$ cat config.mk
export PLATFORM = sky130hd
export DESIGN_NAME = preg_release_router_flat
export DESIGN_NICKNAME = d
export VERILOG_FILES = /design/src/rtl/preg_release_router_pkg.sv /design/src/rtl/preg_release_router_if.sv /design/src/rtl/preg_release_router_bank_fifo.sv /design/src/rtl/preg_release_router.sv /design/src/flat_wrapper.sv
export SDC_FILE = /design/constraint.sdc
export NUM_CORES = 1
export LEC_CHECK = 0
export BUFFER_PORTS_ARGS = -buffer_cell sky130_fd_sc_hd__buf_2
export CELL_PAD_IN_SITES_DETAIL_PLACEMENT = 2
export CELL_PAD_IN_SITES_GLOBAL_PLACEMENT = 2
export CORE_MARGIN = 1.5
export CORE_UTILIZATION = 45
export CTS_BUF_LIST = sky130_fd_sc_hd__clkbuf_4
export DETAILED_ROUTE_END_ITERATION = 10
export PLACE_DENSITY = 0.83
export SYNTH_ARGS = -nofsm -noshare
export SYNTH_HDL_FRONTEND = slang
export SYNTH_SLANG_ARGS = --single-unit
export TNS_END_PERCENT = 100
$ cat constraint.sdc
create_clock -name Clk -period 5.2 [get_ports Clk]
set_input_delay 0.26 -clock Clk [delete_from_list [all_inputs] [get_ports Clk]]
set_output_delay 0.26 -clock Clk [all_outputs]
set_load 0.05 [all_outputs]
$ cat src/rtl/preg_release_router_pkg.sv
// Shared rename definitions: widths, bank selection and the reserved zero preg.
// Imported by the release router, its bank FIFO and the interface.
package preg_release_router_pkg;

  localparam int PREGW  = 7;
  localparam int BANKS  = 4;
  localparam int QDEPTH = 4;
  localparam int CNTW   = 3;
  localparam int PTRW   = $clog2(QDEPTH);
  localparam int BANKW  = $clog2(BANKS);

  typedef logic [PREGW-1:0] preg_t;
  typedef logic [CNTW-1:0]  cnt_t;

  localparam preg_t ZERO_PREG = '0;

  function automatic logic [BANKW-1:0] bank_of(input preg_t preg);
    return preg[BANKW-1:0];
  endfunction

endpackage

$ cat src/rtl/preg_release_router_if.sv
// Commit-side lanes in, free-list write ports out.
// The master side is commit plus the free lists; the slave side is the router.
interface preg_release_router_if;
  import preg_release_router_pkg::*;

  logic [1:0]       CommitValid;
  logic [1:0]       CommitHasDst;
  preg_t            CommitOldPreg0;
  preg_t            CommitOldPreg1;
  logic             ReleaseReady;
  logic             FlushClean;
  logic [BANKS-1:0] FlWable;
  preg_t            FlDin0;
  preg_t            FlDin1;
  preg_t            FlDin2;
  preg_t            FlDin3;
  logic             Drained;

  modport master (
    output CommitValid, CommitHasDst, CommitOldPreg0, CommitOldPreg1, FlushClean,
    input  ReleaseReady, FlWable, FlDin0, FlDin1, FlDin2, FlDin3, Drained
  );

  modport slave (
    input  CommitValid, CommitHasDst, CommitOldPreg0, CommitOldPreg1, FlushClean,
    output ReleaseReady, FlWable, FlDin0, FlDin1, FlDin2, FlDin3, Drained
  );

endinterface

$ cat src/rtl/preg_release_router_bank_fifo.sv
// Per-bank release FIFO: up to two writes (Din0 then Din1) and one read per cycle.
// Head is the oldest entry; Count is the live occupancy.
module release_bank_fifo
  import preg_release_router_pkg::*;
(
  input  logic       Clk,
  input  logic       Rest,
  input  logic       Clear,
  input  logic [1:0] Push,
  input  preg_t      Din0,
  input  preg_t      Din1,
  input  logic       Pop,
  output preg_t      Head,
  output cnt_t       Count
);

  preg_t           mem [QDEPTH];
  logic [PTRW-1:0] wr_ptr;
  logic [PTRW-1:0] rd_ptr;
  logic [PTRW-1:0] wr_ptr_lane1;
  logic [CNTW:0]   fill_after_push;

  // Lane1 lands behind lane0 when both push, otherwise at the tail itself.
  assign wr_ptr_lane1 = wr_ptr + PTRW'(Push[0]);

  // NOTE: storage has no reset; validity is tracked by the pointers and Count alone.
  always_ff @(posedge Clk) begin
    if (Push[0]) mem[wr_ptr]       <= Din0;
    if (Push[1]) mem[wr_ptr_lane1] <= Din1;
  end

  always_ff @(posedge Clk or negedge Rest) begin
    if (!Rest) begin
      wr_ptr <= '0;
      rd_ptr <= '0;
      Count  <= '0;
    end else if (Clear) begin
      wr_ptr <= '0;
      rd_ptr <= '0;
      Count  <= '0;
    end else begin
      wr_ptr <= wr_ptr + PTRW'(Push[0]) + PTRW'(Push[1]);
      rd_ptr <= rd_ptr + PTRW'(Pop);
      Count  <= Count + CNTW'(Push[0]) + CNTW'(Push[1]) - CNTW'(Pop);
    end
  end

  assign Head = mem[rd_ptr];

  assign fill_after_push = {1'b0, Count} + (CNTW+1)'(Push[0]) + (CNTW+1)'(Push[1]);

  no_push_into_full: assert property (
    @(posedge Clk) disable iff (!Rest) !Clear |-> fill_after_push <= (CNTW+1)'(QDEPTH)
  );

endmodule

$ cat src/rtl/preg_release_router.sv
// Steers up to two retiring old-destination pregs per cycle into per-bank FIFOs
// that drain one write per cycle into the four rename free lists.
module preg_release_router
  import preg_release_router_pkg::*;
(
  input  logic                 Clk,
  input  logic                 Rest,
  preg_release_router_if.slave bus
);

  cnt_t             count [BANKS];
  preg_t            head  [BANKS];
  logic [1:0]       push  [BANKS];
  logic [BANKS-1:0] pop;
  preg_t            lane_preg [2];
  logic [1:0]       lane_acc;
  logic             ready;
  logic             drained;

  assign lane_preg[0] = bus.CommitOldPreg0;
  assign lane_preg[1] = bus.CommitOldPreg1;

  // Ready leaves room for a two-lane push into any bank on the next edge.
  // NOTE: every always_comb output gets a default first so no latch is inferred.
  always_comb begin
    ready   = 1'b1;
    drained = 1'b1;
    for (int b = 0; b < BANKS; b++) begin
      if (count[b] > cnt_t'(QDEPTH - 2)) ready = 1'b0;
      if (count[b] != '0) drained = 1'b0;
    end
  end

  always_comb begin
    lane_acc = '0;
    for (int i = 0; i < 2; i++) begin
      lane_acc[i] = bus.CommitValid[i] & bus.CommitHasDst[i] & ready
                  & ~bus.FlushClean & (lane_preg[i] != ZERO_PREG);
    end
  end

  for (genvar b = 0; b < BANKS; b++) begin : g_bank
    assign push[b] = {lane_acc[1] && (bank_of(lane_preg[1]) == BANKW'(b)),
                      lane_acc[0] && (bank_of(lane_preg[0]) == BANKW'(b))};
    assign pop[b]  = (count[b] != '0) && !bus.FlushClean;

    release_bank_fifo u_fifo (
      .Clk   (Clk),
      .Rest  (Rest),
      .Clear (bus.FlushClean),
      .Push  (push[b]),
      .Din0  (lane_preg[0]),
      .Din1  (lane_preg[1]),
      .Pop   (pop[b]),
      .Head  (head[b]),
      .Count (count[b])
    );
  end

  assign bus.ReleaseReady = ready;
  assign bus.Drained      = drained;
  assign bus.FlWable      = pop;

  // Idle write ports present zero rather than a stale head.
  assign bus.FlDin0 = pop[0] ? head[0] : ZERO_PREG;
  assign bus.FlDin1 = pop[1] ? head[1] : ZERO_PREG;
  assign bus.FlDin2 = pop[2] ? head[2] : ZERO_PREG;
  assign bus.FlDin3 = pop[3] ? head[3] : ZERO_PREG;

endmodule

$ cat src/flat_wrapper.sv
// flat-port wrapper written by rule: the top's interface ports become plain ports
module preg_release_router_flat import preg_release_router_pkg::*;
  (Clk, Rest, bus_CommitValid, bus_CommitHasDst, bus_CommitOldPreg0, bus_CommitOldPreg1, bus_FlushClean, bus_ReleaseReady, bus_FlWable, bus_FlDin0, bus_FlDin1, bus_FlDin2, bus_FlDin3, bus_Drained);
  preg_release_router_if bus_i ();
  input  logic Clk;
  input  logic Rest;
  input wire logic [$bits(bus_i.CommitValid)-1:0] bus_CommitValid;
  input wire logic [$bits(bus_i.CommitHasDst)-1:0] bus_CommitHasDst;
  input wire logic [$bits(bus_i.CommitOldPreg0)-1:0] bus_CommitOldPreg0;
  input wire logic [$bits(bus_i.CommitOldPreg1)-1:0] bus_CommitOldPreg1;
  input wire logic [$bits(bus_i.FlushClean)-1:0] bus_FlushClean;
  output wire logic [$bits(bus_i.ReleaseReady)-1:0] bus_ReleaseReady;
  output wire logic [$bits(bus_i.FlWable)-1:0] bus_FlWable;
  output wire logic [$bits(bus_i.FlDin0)-1:0] bus_FlDin0;
  output wire logic [$bits(bus_i.FlDin1)-1:0] bus_FlDin1;
  output wire logic [$bits(bus_i.FlDin2)-1:0] bus_FlDin2;
  output wire logic [$bits(bus_i.FlDin3)-1:0] bus_FlDin3;
  output wire logic [$bits(bus_i.Drained)-1:0] bus_Drained;
  assign bus_i.CommitValid = bus_CommitValid;
  assign bus_i.CommitHasDst = bus_CommitHasDst;
  assign bus_i.CommitOldPreg0 = bus_CommitOldPreg0;
  assign bus_i.CommitOldPreg1 = bus_CommitOldPreg1;
  assign bus_i.FlushClean = bus_FlushClean;
  assign bus_ReleaseReady = bus_i.ReleaseReady;
  assign bus_FlWable = bus_i.FlWable;
  assign bus_FlDin0 = bus_i.FlDin0;
  assign bus_FlDin1 = bus_i.FlDin1;
  assign bus_FlDin2 = bus_i.FlDin2;
  assign bus_FlDin3 = bus_i.FlDin3;
  assign bus_Drained = bus_i.Drained;
  preg_release_router u_core (.Clk(Clk), .Rest(Rest), .bus(bus_i));
endmodule
# == Word level (Yosys, flattened, before mapping) ==
# Memories as Yosys holds them, arrays and structs flattened.
# Cells that the tools add are included.
# word_totals
output_inout_bits,34
mem_bits_rw,112
romBits,0
wordCells,120
n_memories,4
in_bits,21
reg_bits,28
latch_bits,0
# mem_list
memory,depth,width,rd,rd_ports_with_merged_regs,write_ports,line_no,rtl
u_core.g_bank[0].u_fifo.mem,4,7,1,0,2,preg_release_router_bank_fifo.sv:17,preg_t mem [QDEPTH];
u_core.g_bank[1].u_fifo.mem,4,7,1,0,2,preg_release_router_bank_fifo.sv:17,
u_core.g_bank[2].u_fifo.mem,4,7,1,0,2,preg_release_router_bank_fifo.sv:17,
u_core.g_bank[3].u_fifo.mem,4,7,1,0,2,preg_release_router_bank_fifo.sv:17,
# op_classes
n_mux,40
n_eq_ne,6
addsub,24
shifts,0
mul,0
bitwise_logic,9
n_reduce_logical,21
n_lt_le_gt_ge,4
n_div,0
# op_table
cell,count
$mux W7,4
$add A2 B1 Y2,12
$add A3 B1 Y3,8
$mux W1,24
$mux W2,8
$reduce_bool A7 Y1,2
$gt A3 B2 Y1 const B,4
$logic_and A1 B1 Y1,12
$mux W3,4
$reduce_bool A3 Y1,4
$sub A3 B1 Y3,4
$and A1 B1 Y1,8
$eq A2 B2 Y1 const B,4
$eq A2 B1 Y1 const B,2
$logic_not A2 Y1,2
$logic_not A1 Y1,1
$not A1 Y1,1

# == Logic depth before layout (Yosys ltp) ==
# Gate-level depths: netlist of run 1.
# logic_depth
ltp_word,13
ltp_mapped,13

# == Hierarchy ==
# Synthesis of run 1 repeated with hierarchy kept, for this count alone.
# unflattened
cells_unflattened,490
area_unflattened_um2,7516.0
# modules_own_cells
mod,area_per_inst_um2,cells_per_inst,instances
release_bank_fifo at u_core.g_bank[1].u_fifo ...,1776.7,106,3
release_bank_fifo at u_core.g_bank[0].u_fifo,1778.0,108,1
preg_release_router,407.9,64,1

# == Worst setup path before layout of run 1 ==
# Ideal clock, no wire load.
# synth_path
path_kind,register -> register
startpoint,register u_core.g_bank[0].u_fifo.Count[1]
endpoint,"memory u_core.g_bank[1].u_fifo.mem[0][2] (netlist bit), data pin"
slack_ns,1.458
arrival_ns,3.482
stages_incl_launch_ff,11
path_buffers,2
t_required_ns,4.940
cell_sequence,dfrtp_1 -> or3b_2 -> a22o_1 -> or2_2 -> clkbuf_1 -> clkbuf_1 -> nor2_1 -> ha_1 -> nor4_1 -> nand4_1 -> mux2_2
# synth_rtl
item,line_no,rtl
"start, declared",preg_release_router_bank_fifo.sv:14,output cnt_t Count
"start signal, assigned",preg_release_router_bank_fifo.sv:44,Count <= Count + CNTW'(Push[0]) + CNTW'(Push[1]) - CNTW'(Pop);
"end, declared",preg_release_router_bank_fifo.sv:17,

==> impl_metrics.toml, run 1 <==
[outcome]
run_status = "finished, final reports clean"

[synthesis]
synth_warnings = 0
syn_avg_cell_area_sq_um = 13.63
synth_area_sq_mm = 0.007741
yosysSeqAreaShare_pct = 52.50
synth.net_count = 617
synth_enable_flop_cells = 112
synthArstFlopShare_pct = 20.00
synth_seq_cells = 140
ys_types = 47
synth-main-ff-cell = "edfxtp_1"
synthCells = 568

[sta]
worstMarginPinSlew_ns = 1.061
hold_ws_ns = 0.2142
rsz0062_at_grt = "no"
period_share_pct = 82.22
setup_viol = 0
maxSlewHeadroom_pct = 28.29
skew_ns = 0.02120
slew_viol_final = 0
fmax_ghz = 0.2339
tns_ns = 0
timing_hold_violations_final = 0
min_period_ns = 4.276

[pwr]
power_mw = 3.614
power.leakage_nw = 3.140
vdd_ir_drop_max_v = 0.0002624
netSwitchingPower_mw = 1.505
p_per_area_mw_per_mm2 = 428.8
swShare_pct = 41.64
p_int_mw = 2.109
power_frac_comb_pct = 40.1
p_clk_share_pct = 20.7
power_frac_seq_pct = 39.2

[worst_setup_path]
cp-end-kind = "flip-flop"
reg2reg_depth = 8
arrival_ns = 4.48
ff2ff_setup_slack_ns = 0.92
required_ns = 5.41
worstSetupPathType = "reg -> reg"
crit_path_max_fanout = 26
r2r_end = "u_core.g_bank[2].u_fifo.mem[3][3]"
startpoint_type = "flip-flop"
timing.rr.start = "u_core.g_bank[0].u_fifo.Count[0]"

[clocking]
cts_tree = "built"
cts_htree_levels = 4
root_buffer = "clkbuf_4"
cts_buffers = 17
cts_resized = 0
clk_pin_slew_ns = 0.14
clk_latency_ns = 0.58
cts_buffer_depth = 2
cts.sinks = 140

[floorplan]
io_pins = 55
rows = 47
initial_core_util_pct = 46.35
die_w_um = 134.2
die_h_um = 134.2
die-area_sq_mm = 0.01800
core-area_sq_mm = 0.01670

[job]
drv_cap = 0

[layout]
utilization_pct = 50.46
instances_no_fill = 838
final_common_cell = "edfxtp_1"
post_route_cells_drive_above_1_share_pct = 34.68
area_growth_pct = 8.873
final_nets = 653
final_cell_mix = "112 x edfxtp_1, 80 x mux2_2, 54 x buf_2, 38 x nor2b_1, 37 x nor2_1"

[detailed_routing]
vias_per_cell = 5.977
finalWirelength_mm = 22.10
drc = 0
wl_per_cell_um = 26.38
num_vias = 5009
antenna_left = 0
drt_iter0_drc = 374
firstDrtPassIters = 5

[global_routing]
grt_pass1_vias = 5433
grt_antenna_before_repair = 1
overflow = 0
grt_max_degree = 41
grt_pass1_wl_mm = 33.77
grt.total_usage_pct = 25.96

[placement]
place_inst = 804
place_hpwl_mm = 15.33
place_congestion = 0.8011
io_buffers = 54

[worst_hold_path]
worstHoldStart = "bus_CommitOldPreg0[1]"
hold_class = "in -> reg"
hold_depth = 2
whs_endpoint = "u_core.g_bank[1].u_fifo.mem[0][1]"
==> sequential cells by signal, summed over array words and instances (netlist names) <==
register                     cells
u_core.g_bank.u_fifo.wr_ptr      8
u_core.g_bank.u_fifo.Count      12
u_core.g_bank.u_fifo.mem       112
u_core.g_bank.u_fifo.rd_ptr      8
==> area by class of cell <==
cell class / instances / area [sq um]
fill: 1612 / 8273
sequential: 140 / 4064
multi-input combinational: 362 / 3407
timing repair buffer: 57 / 295.3
tap: 220 / 275.3
clock inverter: 14 / 151.4
clock buffer: 18 / 135.1
inverter: 26 / 97.59
antenna: 1 / 2.502
==> synth_stat cells (all sizes together) (8+ instances only) <==
| cell type | count | area [sq um] |
|---|---|---|
| inv | 26 | 97.59 |
| edfxtp | 112 | 3363 |
| nand4 | 12 | 142.6 |
| ha | 20 | 250.2 |
| nand2b | 11 | 68.82 |
| fa | 8 | 160.2 |
| mux2 | 80 | 900.9 |
| and2 | 15 | 93.84 |
| nand2 | 18 | 67.56 |
| clkbuf | 32 | 120.1 |
| buf | 8 | 52.55 |
| dfrtp | 28 | 700.7 |
| nor2 | 37 | 138.9 |
| nor2b | 38 | 237.7 |
| mux4 | 28 | 630.6 |
| a21oi | 9 | 45.04 |
| xnor2 | 15 | 131.4 |
==> metrics by stage <==
step	instance area, sq um	setup slack, ns
3_5_place_dp	8129	1.049
5_1_grt	8428	0.7321
2_1_floorplan	7741	1.458
6_report	8428	0.9245
4_1_cts	8426	0.9937
3_3_place_gp	8129	1.217
==> logic make-up after synthesis <==
family	synth area share [%]
multiplexers	19.78
XOR/XNOR	2.150
AO/OA/AOI/OAI	2.198
buffers and inverters	3.491
adder cells (fa/ha/maj)	5.301
flip-flops	52.50
AND/OR/NAND/NOR	14.58
==> worst max path at each step <==
stage                                           startpoint                                 to  slack [ns]  cells past startpoint
after global placement    u_core.g_bank[0].u_fifo.Count[1]  u_core.g_bank[1].u_fifo.mem[3][2]        1.22                      8
after global routing      u_core.g_bank[1].u_fifo.Count[1]  u_core.g_bank[0].u_fifo.mem[0][4]        0.73                     11
after detailed placement  u_core.g_bank[0].u_fifo.Count[1]  u_core.g_bank[1].u_fifo.mem[0][4]        1.05                      8
after floorplan           u_core.g_bank[0].u_fifo.Count[1]  u_core.g_bank[1].u_fifo.mem[0][2]        1.46                     10
after CTS                 u_core.g_bank[0].u_fifo.Count[1]  u_core.g_bank[2].u_fifo.mem[3][3]        0.99                      8
final                     u_core.g_bank[0].u_fifo.Count[0]  u_core.g_bank[2].u_fifo.mem[3][3]        0.92                      8
==> routing by layer <==
metal / track usage, % / part of all wire, % / vias up
li1: - / - / 2173
met2: 45.16 / 52 / 139
met3: 4.724 / 4.4 / 29
met4: 7.049 / 1.5 / 0
met1: 33.46 / 42 / 2668
met5: 0 / 0 / -
==> power groups by stage <==
stage	combinational, mW	sequential, mW	clock, mW
3_5_place_dp	1.45	1.44	0
2_1_floorplan	1.19	1.35	0
4_1_cts	1.46	1.42	0.759
3_3_place_gp	1.38	1.43	0
6_report	1.45	1.42	0.748
5_1_grt	1.56	1.44	0.798
==> repair_timing <==
action / 4_1_cts / 5_1_grt
buffers inserted: 0 / 0
endpoints found under the hold margin: 28 / 0
hold buffers: 1 / 0
endpoints found under the setup margin: 0 / 0
==> critical path, cell delays in order, from the launching register on <==
cell and delay (ns):
dfrtp_1 0.43, or3b_2 0.50, a22o_1 0.30, or2_2 0.55
nor2_1 0.21, ha_1 0.20, nor4b_1 0.85, a32oi_1 0.14
nor2_1 0.73
No activity file was read; power rests on OpenSTA's default activity.
==> inputs of run 2 (changes only) <==
Settings changed: ABC_AREA from default to 1, CORE_UTILIZATION 45 to 38, PLACE_DENSITY 0.83 to 0.82.
Clock period 5.2 ns to 4.2 ns, I/O delays scaled along.
==> run 2 against run 1 <==
  * Final area increased by 3.4%
  * Critical path type unchanged
  * Synthesized area increased by 2.4%
  * Worst setup slack got worse by 0.48 ns
  * Highest routed layer unchanged
  * Non-clock buffer count increased by 15
  * Critical endpoint is now u_core.g_bank[0].u_fifo.mem[1][5]
  * Combinational power increased by 21%
  * Clock power increased by 15%
==> impl_metrics.toml, run 2 <==
[outcome]
run_status = "finished, final reports clean"

[worst_setup_path]
arrival_ns = 4.01
crit_path_max_fanout = 12
startpoint_type = "flip-flop"
required_ns = 4.46
timing.rr.start = "u_core.g_bank[0].u_fifo.Count[1]"
crit_start = "u_core.g_bank[0].u_fifo.Count[1]"
worstSetupPathType = "reg -> reg"
cp-end-kind = "flip-flop"

[pwr]
power_frac_comb_pct = 40.3
p_clk_share_pct = 19.7
p_per_area_mw_per_mm2 = 500.8
netSwitchingPower_mw = 2.019
p_int_mw = 2.343
power_frac_seq_pct = 40.0
power.leakage_nw = 4.007
vdd_ir_drop_max_v = 0.0002564
swShare_pct = 46.28

[placement]
place_congestion = 0.7981
place_hpwl_mm = 19.68
placed_cell_area_sq_mm = 0.008441
io_buffers = 54
place_ws_ns = 0.4313

[layout]
n_fill_cell = 2370
final_common_cell = "nand2_1"
area_growth_pct = 9.932
regArea_sq_mm = 0.004064
largest_reg_flops = 112
multi_input_area_sq_mm = 0.003269
regMostFlops = "u_core.g_bank.u_fifo.mem"
reg_top3 = "u_core.g_bank.u_fifo.mem (112), u_core.g_bank.u_fifo.Count (12)"
final_cell_mix = "321 x nand2_1, 178 x nor2_1, 112 x edfxtp_1, 97 x inv_1, 72 x o21ai_0"
fin_area_sq_mm = 0.008711
final_nets = 1070
post_route_cells_drive_above_1_share_pct = 11.99

[synthesis]
synth_warnings = 0
ys_types = 25
synth_area_sq_mm = 0.007924
yosysTopAreaCell = "edfxtp_1"
synthArstFlopShare_pct = 20.00
syn_avg_cell_area_sq_um = 8.127
synth_top_area_share_pct = 42.44
synthMostInstantiatedCell = "nand2_1"
synthCells = 975
synth-main-ff-cell = "edfxtp_1"
synth_seq_cells = 140
netlist_top_cells_area = "edfxtp_1 42%, nand2_1 15%, dfrtp_1 8.8%"
synth_commonest_cells = "321 x nand2_1, 179 x nor2_1, 112 x edfxtp_1, 97 x inv_1, 72 x o21ai_0"
synth.net_count = 1024
synth_enable_flop_cells = 112
yosysSeqAreaShare_pct = 51.29

[floorplan]
initial_core_util_pct = 38.91
die_w_um = 147.4
die_h_um = 147.4
rows = 52
io_pins = 55
core-area_sq_mm = 0.02036
die-area_sq_mm = 0.02173

[clocking]
cts_tree = "built"
post_cts_buffers = 0
cts_buffer_depth = 2
cts_htree_levels = 4
clk_pin_slew_ns = 0.14
cts_resized = 0
root_buffer = "clkbuf_4"
cts_buffers = 17
cts.sinks = 140
clk_latency_ns = 0.58

[detailed_routing]
drc = 0
vias_per_cell = 5.195
antenna_left = 0
drt_iter0_drc = 400
num_vias = 6780
wl_per_cell_um = 21.09
firstDrtPassIters = 4
finalWirelength_mm = 27.52

[sta]
hold_ws_ns = 0.08012
rsz0062_at_grt = "no"
skew_ns = 0.02159
fmax_ghz = 0.2663
setup_ws_ns = 0.4443
min_period_ns = 3.756
slew_viol_final = 0
maxSlewHeadroom_pct = 27.55
timing_hold_violations_final = 0
setup_viol = 0
period_share_pct = 89.42
tns_ns = 0
worstMarginPinSlew_ns = 1.075

[global_routing]
grt_max_degree = 29
grt_pass1_vias = 7507
grt_antenna_before_repair = 1
grt.total_usage_pct = 26.74
overflow = 0
grt_pass1_wl_mm = 43.10

[worst_hold_path]
hold_class = "in -> reg"
worstHoldStart = "bus_FlushClean"

[job]
drv_cap = 0
-- run 2: worst max-delay path, cell delays in order, from the launching register on --
cell and delay, ns:
dfrtp_1 0.41, inv_1 0.08, ha_1 0.21, inv_1 0.06, nand2_1 0.05, nand2_1 0.10
nor2_4 0.12, nand2_1 0.15, clkinv_1 0.29, nand2_1 0.25, inv_1 0.07, ha_1 0.20
or2_2 0.30, nand2_1 0.12, inv_1 0.11, nor2_1 0.14, nand4_1 0.36, nand2_1 0.41
-- run 2: cells by family after synthesis --
| group | after synthesis | synth area share [%] |
|---|---|---|
| AO/OA/AOI/OAI | 112 | 7.074 |
| buffers and inverters | 144 | 7.485 |
| AND/OR/NAND/NOR | 551 | 28.98 |
| adder cells (fa/ha/maj) | 28 | 5.179 |
| flip-flops | 140 | 51.29 |
-- run 2: area by class of cell --
type                            count  share of cell area [%]
Timing Repair Buffer               72                   4.683
Antenna cell                        1                 0.02873
Tap cell                          270                   3.878
Sequential cell                   140                   46.65
Multi-Input combinational cell    691                   37.53
Clock buffer                       18                   1.551
Inverter                           99                   4.266
Clock inverter                     14                   1.408
-- run 2: through the flow --
stage	instances	total power [mW]	util, %
2_1_floorplan	975	3.036	-
3_3_place_gp	1271	3.458	41.45
3_5_place_dp	1271	3.538	41.45
4_1_cts	1304	4.393	42.76
5_1_grt	1305	4.635	42.77
6_report	1305	4.362	42.77
-- run 2: per-layer routing --
metal	share of wire, %	global-route usage (%)	up-vias	wire, um
met5	0	0	-	0
met4	1.4	7.800	0	379
met3	3.1	3.735	30	843
met2	51	46.38	118	13910
met1	45	34.86	3427	12380
li1	-	-	3205	-
-- run 2: final timing paths --
kind / to / slack (ns) / cells past startpoint
max in group asynchronous: u_core.g_bank[3].u_fifo.Count[2] / 3.49 / 2
setup / recovery: u_core.g_bank[0].u_fifo.mem[1][5] / 0.44 / 17
hold reg to reg: u_core.g_bank[0].u_fifo.Count[1] / 0.66 / 2
min in group asynchronous: u_core.g_bank[2].u_fifo.rd_ptr[1] / 0.19 / 2
setup reg to reg: u_core.g_bank[0].u_fifo.mem[1][5] / 0.44 / 17
hold / removal: u_core.g_bank[2].u_fifo.rd_ptr[0] / 0.08 / 2
-- run 2: timing repair --
item,CTS,global route
endpoints found under the hold margin,28,0
setup endpoints to repair,0,0
hold buffers,1,0
-- run 2: power groups by stage --
stage	Sequential [mW]	Combinational (mW)	Clock (mW)
after detailed placement	1.78	1.76	0
after global routing	1.77	1.93	0.937
after global placement	1.76	1.69	0
after floorplan	1.68	1.36	0
final	1.74	1.76	0.860
after CTS	1.75	1.78	0.870
==> inputs of run 3 (changes only) <==
--- a/config.mk
+++ b/config.mk
@@ -15,2 +15,3 @@
 export DETAILED_ROUTE_END_ITERATION = 10
+export MAX_ROUTING_LAYER = met4
 export PLACE_DENSITY = 0.82
--- a/constraint.sdc
+++ b/constraint.sdc
@@ -3,2 +3,2 @@
 set_output_delay 0.21 -clock Clk [all_outputs]
-set_load 0.05 [all_outputs]
+set_load 0.1 [all_outputs]
==> run 3 against run 2 <==
  * Non-clock buffer count did not move
  * Hold slack got worse by 0.0071 ns
  * Sequential share of layout area did not move
  * Routed wire length fell by 0.19%
  * Clock power barely moved
  * Total power rose by 11%
  * Largest power group unchanged
  * Cell count did not move
  * Critical path depth did not move
  * First-iteration DRC count fell by 5.8%
  * Final area did not move
  * Global-route usage rose by 0.78 points
  * Sequential power barely moved
==> impl_metrics.toml, run 3 (synthesis results as in run 2) <==
[floorplan]
initial_core_util_pct = 38.91
core-area_sq_mm = 0.02036
die-area_sq_mm = 0.02173
die_w_um = 147.4
io_pins = 55
rows = 52
die_h_um = 147.4

[placement]
place_ws_ns = 0.4313
place_congestion = 0.8096
place_hpwl_mm = 19.68
place_inst = 1271
io_buffers = 54

[layout]
post_route_cells_drive_above_1_share_pct = 11.99
area_growth_pct = 9.932
regMostFlops = "u_core.g_bank.u_fifo.mem"
final_common_cell = "nand2_1"
final_cell_mix = "321 x nand2_1, 178 x nor2_1, 112 x edfxtp_1, 97 x inv_1, 72 x o21ai_0"
instances_no_fill = 1305
utilization_pct = 42.77
reg_top3 = "u_core.g_bank.u_fifo.mem (112), u_core.g_bank.u_fifo.Count (12)"
final_nets = 1070
largest_reg_flops = 112

[worst_setup_path]
r2r_end = "u_core.g_bank[0].u_fifo.mem[0][6]"
startpoint_type = "flip-flop"
worstSetupPathType = "reg -> reg"
crit_start = "u_core.g_bank[0].u_fifo.Count[1]"
crit_path_max_fanout = 12
slowest_delay_ns = 0.43
arrival_ns = 4.05
required_ns = 4.45
timing.rr.start = "u_core.g_bank[0].u_fifo.Count[1]"
cp-end-kind = "flip-flop"
ff2ff_setup_slack_ns = 0.39
crit_chain = "inv_1 -> ha_1 -> inv_1 -> nand2_1 -> nand2_1 -> nor2_4 -> nand2_1 -> clkinv_1 -> nand2_1 -> inv_1 -> ha_1 -> or2_2 -> nand2_1 -> inv_1 -> nor2_1 -> nand4_1 -> nand2_1"
cpMostUsedCell = "nand2_1"
crit_path_end = "u_core.g_bank[0].u_fifo.mem[0][6]"
critical-path-slowest-cell = "nand2_1"
reg2reg_depth = 17

[detailed_routing]
drt_iter0_drc = 377
vias_per_cell = 5.202
firstDrtPassIters = 4
drc = 0
antenna_left = 0
wl_per_cell_um = 21.05
finalWirelength_mm = 27.46
num_vias = 6789

[clocking]
cts_htree_levels = 4
cts_buffer_depth = 2
cts_buffers = 17
cts_tree = "built"
clk_latency_ns = 0.58
clk_pin_slew_ns = 0.15
root_buffer = "clkbuf_4"
cts-hold-fix-buffers = 1
cts.sinks = 140
post_cts_buffers = 0
cts_resized = 0

[worst_hold_path]
hold_depth = 2
hold_class = "in -> reg"
worstHoldStart = "bus_FlushClean"

[sta]
setup_ws_ns = 0.3913
skew_ns = 0.02898
maxSlewHeadroom_pct = 27.55
worstMarginPinSlew_ns = 1.075
timing_hold_violations_final = 0
min_period_ns = 3.809
rsz0062_at_grt = "no"
slew_viol_final = 0
tns_ns = 0
period_share_pct = 90.68
setup_viol = 0
fmax_ghz = 0.2626

[pwr]
vdd_ir_drop_max_v = 0.0003083
p_per_area_mw_per_mm2 = 555.0
power.leakage_nw = 4.007
power_mw = 4.834

[global_routing]
grt_antenna_before_repair = 1
grt_pass1_vias = 7477
grt.total_usage_pct = 27.52
grt_max_degree = 29
overflow = 0
grt_pass1_wl_mm = 43.10

[job]
drv_cap = 0

[outcome]
run_status = "finished, final reports clean"
## run 3: cell counts in the layout (fill, tap and decap cells not counted)
Identical to the previous run, type by type.
## run 3: worst min path at each step
| stage | endpoint | slack (ns) |
|---|---|---|
| 6_report | u_core.g_bank[2].u_fifo.rd_ptr[0] | 0.07 |
| 5_1_grt | u_core.g_bank[1].u_fifo.rd_ptr[0] | 0.08 |
| 3_3_place_gp | u_core.g_bank[2].u_fifo.rd_ptr[1] | 0.30 |
| 3_5_place_dp | u_core.g_bank[2].u_fifo.rd_ptr[1] | 0.31 |
| 4_1_cts | u_core.g_bank[2].u_fifo.rd_ptr[0] | 0.05 |
| 2_1_floorplan | u_core.g_bank[0].u_fifo.Count[0] | -0.09 |
## run 3: power breakdown
group / internal (mW) / switching (mW) / total [mW] / leakage [nW]
logic: 0.458 / 1.77 / 2.23 / 2.49
registers: 1.58 / 0.159 / 1.74 / 1.38
clock network: 0.300 / 0.558 / 0.858 / 0.134
total: 2.34 / 2.49 / 4.83 / 4.01
## run 3: metrics by stage
stage | instance area, sq um | hold WS (ns)
global route | 8711 | 0.07913
finish | 8711 | 0.07304
detailed placement | 8441 | 0.3118
global placement | 8441 | 0.3009
CTS | 8708 | 0.05284
floorplan | 7924 | -0.08559
## run 3: metal layers
metal | vias up | wire length, um | global-route usage, % | share of wire [%]
met5 | - | 0 | - | 0
met4 | 0 | 427 | 8.400 | 1.6
met2 | 121 | 13830 | 46.53 | 50
li1 | 3203 | - | - | -
met1 | 3433 | 12250 | 34.76 | 45
met3 | 32 | 956 | 3.179 | 3.5
## run 3: critical path, delay by kind of cell (launching register included)
kind | cells | cell delay [ns]
DFF | 1 | 0.41
adders and majority gates | 2 | 0.41
buffers and inverters | 5 | 0.63
and+or+nand+nor | 10 | 2.04
## run 3: cell type report
cell class | count | area [sq um]
Tap cell | 270 | 337.8
Inverter | 99 | 371.6
Timing Repair Buffer | 72 | 407.9
Antenna cell | 1 | 2.502
Clock buffer | 18 | 135.1
Clock inverter | 14 | 122.6
Fill cell | 2370 | 11650
Multi-Input combinational cell | 691 | 3269
Sequential cell | 140 | 4064
